==> src/rtl/muldiv_stall_controller.sv <==
// muldiv_stall_controller: sequences the multi-cycle HI/LO mult/div unit and raises pipeline stalls
// Build option: define MULDIV_PERF_EN to build the saturating Stall_Count counter (otherwise tied to 0).
// Ports: Clk/Rst_n (async active-low); Start_EX, IsDiv_EX, DivByZero_EX issue from EX;
//   ReadHiLo_ID, MulDivOp_ID consumers waiting in ID; Abort squashes the in-flight op;
//   Unit_Start, HiLo_Write pulses; DivZero_Flag sticky; Busy; PCWrite, IF_ID_Write, FlushControl stalls;
//   Stall_Count stall-cycle counter.
module muldiv_stall_controller #(
  parameter int MUL_CYCLES = 4,
  parameter int DIV_CYCLES = 32,
  parameter int CNT_W      = 6
) (
  input  logic        Clk,
  input  logic        Rst_n,
  input  logic        Start_EX,
  input  logic        IsDiv_EX,
  input  logic        DivByZero_EX,
  input  logic        ReadHiLo_ID,
  input  logic        MulDivOp_ID,
  input  logic        Abort,
  output logic        Unit_Start,
  output logic        HiLo_Write,
  output logic        DivZero_Flag,
  output logic        Busy,
  output logic        PCWrite,
  output logic        IF_ID_Write,
  output logic        FlushControl,
  output logic [15:0] Stall_Count
);
  typedef enum logic [1:0] {IDLE, MUL, DIV, DONE} state_t;
  state_t state_q, state_d;
  logic [CNT_W-1:0] cnt_q, cnt_d;
  logic dz_q, dz_d;
  logic stall;
  assign Busy = (state_q == MUL) || (state_q == DIV);
  assign HiLo_Write = (state_q == DONE);
  assign DivZero_Flag = dz_q;
  // gated by Rst_n so every output sits at its reset value while reset is held
  assign Unit_Start = Rst_n && Start_EX && !Abort && !Busy && !(IsDiv_EX && DivByZero_EX);
  assign stall = (Busy || Unit_Start) && (ReadHiLo_ID || MulDivOp_ID);
  assign PCWrite = !stall;
  assign IF_ID_Write = !stall;
  assign FlushControl = stall;
  always_comb begin
    state_d = state_q;
    cnt_d = cnt_q;
    dz_d = dz_q;
    if (Busy) begin
      // a start while busy is ignored; abort beats the final count
      if (Abort) begin
        state_d = IDLE;
        cnt_d = '0;
      end else if (cnt_q == '0) state_d = DONE;
      else cnt_d = cnt_q - 1'b1;
    end else if (Start_EX && !Abort) begin
      if (!IsDiv_EX) begin
        state_d = MUL;
        cnt_d = CNT_W'(MUL_CYCLES - 1);
      end else if (!DivByZero_EX) begin
        state_d = DIV;
        cnt_d = CNT_W'(DIV_CYCLES - 1);
      end else begin
        state_d = DONE;
        dz_d = 1'b1;
      end
    end else state_d = IDLE;
  end
  always_ff @(posedge Clk or negedge Rst_n) begin
    if (!Rst_n) begin
      state_q <= IDLE;
      cnt_q <= '0;
      dz_q <= 1'b0;
    end else begin
      state_q <= state_d;
      cnt_q <= cnt_d;
      dz_q <= dz_d;
    end
  end
`ifdef MULDIV_PERF_EN
  logic [15:0] sc_q;
  always_ff @(posedge Clk or negedge Rst_n) begin
    if (!Rst_n) sc_q <= '0;
    else if (stall && sc_q != 16'hFFFF) sc_q <= sc_q + 16'd1;
  end
  assign Stall_Count = sc_q;
`else
  assign Stall_Count = 16'h0000;
`endif
endmodule

==> config.mk <==
export PLATFORM = sky130hd
export DESIGN_NAME = muldiv_stall_controller
export DESIGN_NICKNAME = d
export VERILOG_FILES = /design/src/rtl/muldiv_stall_controller.sv
export SDC_FILE = /design/constraint.sdc
export NUM_CORES = 1
export LEC_CHECK = 0
export ABC_AREA = 1
export ABC_CLOCK_PERIOD_IN_PS = 3300
export BUFFER_PORTS_ARGS = -buffer_cell sky130_fd_sc_hd__buf_2
export CORE_MARGIN = 3
export CORE_UTILIZATION = 40
export DETAILED_ROUTE_END_ITERATION = 10
export PLACE_DENSITY = 0.69
export SYNTH_ARGS = -nofsm -noshare
export SYNTH_HDL_FRONTEND = slang
export SYNTH_SLANG_ARGS = --single-unit
==> constraint.sdc <==
create_clock -name Clk -period 3.3 [get_ports Clk]
set_input_delay 0.66 -clock Clk [delete_from_list [all_inputs] [get_ports Clk]]
set_output_delay 0.66 -clock Clk [all_outputs]
set_load 0.005 [all_outputs]
After elaboration in Yosys (flattened, before gate mapping)
Index checks and enable logic that the tools add are counted.
Widths: inputs -> output; s select.
{"block": "totals", "register_bits": 9, "inputBits": 8, "output_inout_bits": 23}
{"block": "classes", "add_sub_neg": 1, "eq_ne": 6, "n_mux": 12, "n_bitwise": 1, "reduce_logical": 18}
{"operator": "$mux 6", "count": 6}
{"operator": "$mux 2", "count": 5}
{"operator": "$logic_and 1x1->1", "count": 7}
{"operator": "$logic_not 6->1", "count": 1}
{"operator": "$ne 3x2->1 const B", "count": 2}
{"operator": "$sub 6x1->6 const B", "count": 1}
{"operator": "$eq 2x2->1 const B", "count": 2}
{"operator": "$logic_not 1->1", "count": 4}
{"operator": "$reduce_and 4->1", "count": 1}
{"operator": "$logic_or 1x1->1", "count": 3}
{"operator": "$ne 3x3->1 const B", "count": 1}
{"operator": "$reduce_and 3->1", "count": 1}
{"operator": "$eq 2x1->1 const B", "count": 1}
{"operator": "$reduce_bool 2->1", "count": 1}
{"operator": "$mux 1", "count": 1}
{"operator": "$not 1->1", "count": 1}

Logic depth before layout (Yosys ltp)
{"block": "logic_depth", "word_depth": 8, "depth_mapped": 9, "ltp_nobuf": 9}

Least setup slack after synthesis
OpenSTA, ideal clock, no wires.
{"block": "synth_timing", "kind": "input port to output port", "start": "input Start_EX", "end": "output PCWrite", "arrival_time_ns": 1.328, "required_ns": 2.640, "setup_slack_ns": 1.312, "path_stages": 6, "cell_sequence": "inv_1 nor2_4 nand3_1 a21oi_1 inv_1 buf_4"}
{"block": "synth_between", "elab_chain_cells": 7}
{"element": "from (decl)", "line": "14", "source": "input logic Start_EX,"}
{"element": "$logic_and 1x1->1 (4 in series)", "line": "38", "source": "assign Unit_Start = Rst_n && Start_EX && !Abort && !Busy && !(IsDiv_EX && DivByZero_EX);"}
{"element": "$logic_or 1x1->1", "line": "39", "source": "assign stall = (Busy || Unit_Start) && (ReadHiLo_ID || MulDivOp_ID);"}
{"element": "$logic_and 1x1->1", "line": "39"}
{"element": "net FlushControl", "line": "26", "source": "output logic FlushControl,"}
{"element": "$logic_not 1->1"}
{"element": "to (decl)", "line": "24", "source": "output logic PCWrite,"}
The timed path passes the listed nets, and every way through them passes these cells.

Final worst setup path
{"block": "layout_timing", "start": "register state_q[0]", "end": "output IF_ID_Write"}
{"block": "layout_between", "elab_chain_cells": 8, "word_cells_on_any_way": 9}
{"element": "from (decl)", "line": "30", "source": "state_t state_q, state_d;"}
{"element": "from (signal assigned)", "line": "73", "source": "state_q <= state_d;"}
{"element": "$eq 2x1->1 or $eq 2x2->1 (tied branches)", "line": "34", "source": "assign Busy = (state_q == MUL) || (state_q == DIV);"}
{"element": "$logic_or 1x1->1 (*)", "line": "34"}
{"element": "$logic_not 1->1", "line": "38"}
{"element": "$logic_and 1x1->1 (2 in series)", "line": "38"}
{"element": "$logic_or 1x1->1 (*)", "line": "39"}
{"element": "$logic_and 1x1->1 (*)", "line": "39"}
{"element": "$logic_not 1->1 (*)", "line": "41", "source": "assign IF_ID_Write = !stall;"}
{"element": "to (decl)", "line": "25", "source": "output logic IF_ID_Write,"}
Mark *: on every way between the ends. The rest lies on a longest branch, timed or not.

==> results summary <==
The number of gates resized after CTS was 0. The final core utilization is 0.490. The pin count of the biggest net entering global routing came out at 11.

The detailed router placed around 620 vias in this run. The number of H-tree levels came out at 1. The run finished with clean final reports. The antenna diode count is 0. The number of buffers between clock root and the deepest sink came out at 2. The total clock buffers created by CTS is 3.

The minimum clock period after layout is between 2 and 2.5 ns. The hold buffer count at cts came out at 0. Among all flip-flop cells after synthesis, the most frequent one is dfrtp_1.

The maximum net fanout on the critical path came out at 6. The count of standard-cell rows is 14. The root buffer selected by CTS is clkbuf_4. The tightest hold margin came out at 0.243 ns.

The via count of the first global-routing pass came out at about 570. The leakage power of the design came out at between 0.4 and 0.5 nW. The flop and latch count out of synthesis came out at 9. Compared with the post-synthesis result, the final layout area differs by 7.50%. The DRC violations left came out at 0. The remaining antenna violation count after routing is 0. The worst setup path is launched from a register. The initial cell density of the core is 0.456. The fraction of layout cells with a size suffix above 1 came out at 0.220.

The die covers 0.00239 sq mm. The final wirelength is ~1400 microns. Setup violations remaining at the end of the flow were counted as 0.

The clock-pin slew reported for the worst setup and hold paths after clock tree synthesis came out at 0.06 ns. The per-cell via count in the routed design came out at about 4.4. The worst-case clock skew is 0.00386 ns.

The number of sinks driven by the clock tree is 9. The hold violation total from the final report is 0. Among all cell types in the netlist, the one instantiated most often is nand2_1. The overall overflow remaining after global route is 0.

The number of filler instances in the final layout is 167. The distinct cell type count after synthesis came out at 17. The count of TritonRoute iterations in the first routing pass came out at 5. The cell area that synthesis handed to floorplanning was 734 sq um. The number of ports placed on the die boundary came out at 31. Setup repair after global routing left no endpoint under its margin.

After synthesis, the mean cell area works out to 7.20 sq um. The filler-free cell count of the finished design came out at 142. The overall die width came out at 48.9 microns. By count the netlist is led by 19 x nand2_1, 17 x buf_4, 12 x inv_1. The required time of the worst setup path is between 2 and 3 ns.

In this run the vertical extent of the chip is 48.9 microns. Yosys attributes the largest share of cell area to dfrtp_1 31%, buf_4 17%, nand2_1 9.7%. At the worst endpoint, the arrival time is 1.60 ns. The post-CTS setup buffer count came out at 0.

The number of placed instances with taps included is around 140. The count of max-cap constraint violations is 0. In the final routed layout, each cell accounts on average for around 10 microns. The highest achievable clock rate is between 0.4 and 0.5 GHz. In this run the worst hold path is classified as in2async. The share of the clock period used by the worst path came out at 0.684.

The number of synthesized flops with an enable pin is 0. During synthesis, Yosys emitted a total of 0 warnings. The clock latency at the later pin of the worst-skew pair is 0.26 ns. At the end of routability-driven placement, the weighted congestion stood at 0.794. STA classifies the critical path endpoint as a primary output. The starting DRC count in detailed routing came out at 9. The initial antenna violation count was 0. The total track usage came out at 0.127. The total number of nets in the final design came out at between 100 and 150. Of all cell types, the one taking the most synthesized area is dfrtp_1. The share of synthesized registers carrying an async set or reset came out at 1.00. The post-DP HPWL is 1150 microns.

The first-pass GRT wire length came out at 2370 microns. The critical path in this run is classified as reg2out. The number of buffers inserted by port buffering came out at 14. The sum of negative setup slack came out at 0 ns. IR analysis of the VDD net gives a maximum drop of 0.580 mV. TritonCTS built the clock tree. The power per standard cell area is between 900 and 1000 mW/mm^2. The count of final max-slew check failures is 0. Synthesis handed over a netlist of 102 instances. The fraction of synthesized cell area taken by the top area cell type is 0.307. After floorplanning, the core was sized to cover around 0.0016 sq mm.

The fraction of the yosys area taken by sequential cells is 0.307.
## worst max-delay path, cell delays in order, from the launching register on
cell and delay [ns]:
dfrtp_1 0.39, ha_1 0.41, inv_2 0.10, a21oi_1 0.22
inv_1 0.08, buf_2 0.13
## metrics by stage
step	setup slack [ns]	area (sq um)	total power [mW]
global route	0.957	790	0.816
CTS	1.06	790	0.738
detailed placement	1.14	763	0.650
finish	1.04	790	0.733
floorplan	1.31	791	0.557
global placement	1.23	763	0.641
## cells in the final DEF, fill, tap and decap left out
master	instances
a21oi_1	4
dfrtp_1	9
nand2_4	2
clkbuf_1	1
conb_1	16
nand2_2	2
ha_1	3
nand4_1	2
o21ai_1	7
nand3_1	6
buf_2	14
a31o_2	1
nor2_4	2
o21ai_0	3
nor2_1	10
inv_1	12
inv_2	2
clkbuf_4	3
nand2_1	19
## report_power, final
| group | leakage, nW | switching (mW) | internal [mW] | total [mW] |
|---|---|---|---|---|
| sequential | 0.110 | 0.0312 | 0.165 | 0.196 |
| clock | 0.0150 | 0.0389 | 0.0466 | 0.0855 |
| combinational | 0.321 | 0.289 | 0.162 | 0.451 |
## logic make-up (layout without fill, tap and decap cells)
logic type | Yosys count | count (layout) | synth area share
other | 1 | 16 | 0.00511
adders and majority gates | 3 | 3 | 0.0511
buffers and inverters | 31 | 32 | 0.245
DFF | 9 | 9 | 0.307
and+or+nand+nor | 43 | 43 | 0.284
AOI/OAI and AO/OA | 15 | 15 | 0.107
## final cells by class
| cell class | count | area (sq um) | area share |
|---|---|---|---|
| clock buffers | 4 | 26.3 | 0.0333 |
| flip-flops and latches | 9 | 225 | 0.285 |
| well taps | 24 | 30.0 | 0.0380 |
| multi-input cells | 77 | 385 | 0.488 |
| inverters | 14 | 52.6 | 0.0666 |
| repair buffers | 14 | 70.1 | 0.0887 |
## registers in the layout, indices dropped and copies added (netlist names)
| name | flops |
|---|---|
| DivZero_Flag | 1 |
| cnt_q | 6 |
| state_q | 2 |
## layer usage
layer	track usage	share of wire
met4	0.0237	0
met3	0.0520	0.080
met1	0.139	0.40
met2	0.229	0.52
met5	0	0
## worst paths after layout
check | slack [ns] | startpoint | to | cells after the start
setup / recovery | 1.04 | state_q[0] | IF_ID_Write | 5
hold / removal | 0.24 | Rst_n | state_q[0] | 1
setup reg to reg | 1.72 | state_q[0] | cnt_q[3] | 8
hold reg to reg | 0.47 | DivZero_Flag | DivZero_Flag | 1
max in group asynchronous | 2.86 | Rst_n | cnt_q[2] | 1
min in group Clk | 0.47 | DivZero_Flag | DivZero_Flag | 1
Note: power is estimated with default switching activity, not from simulation.
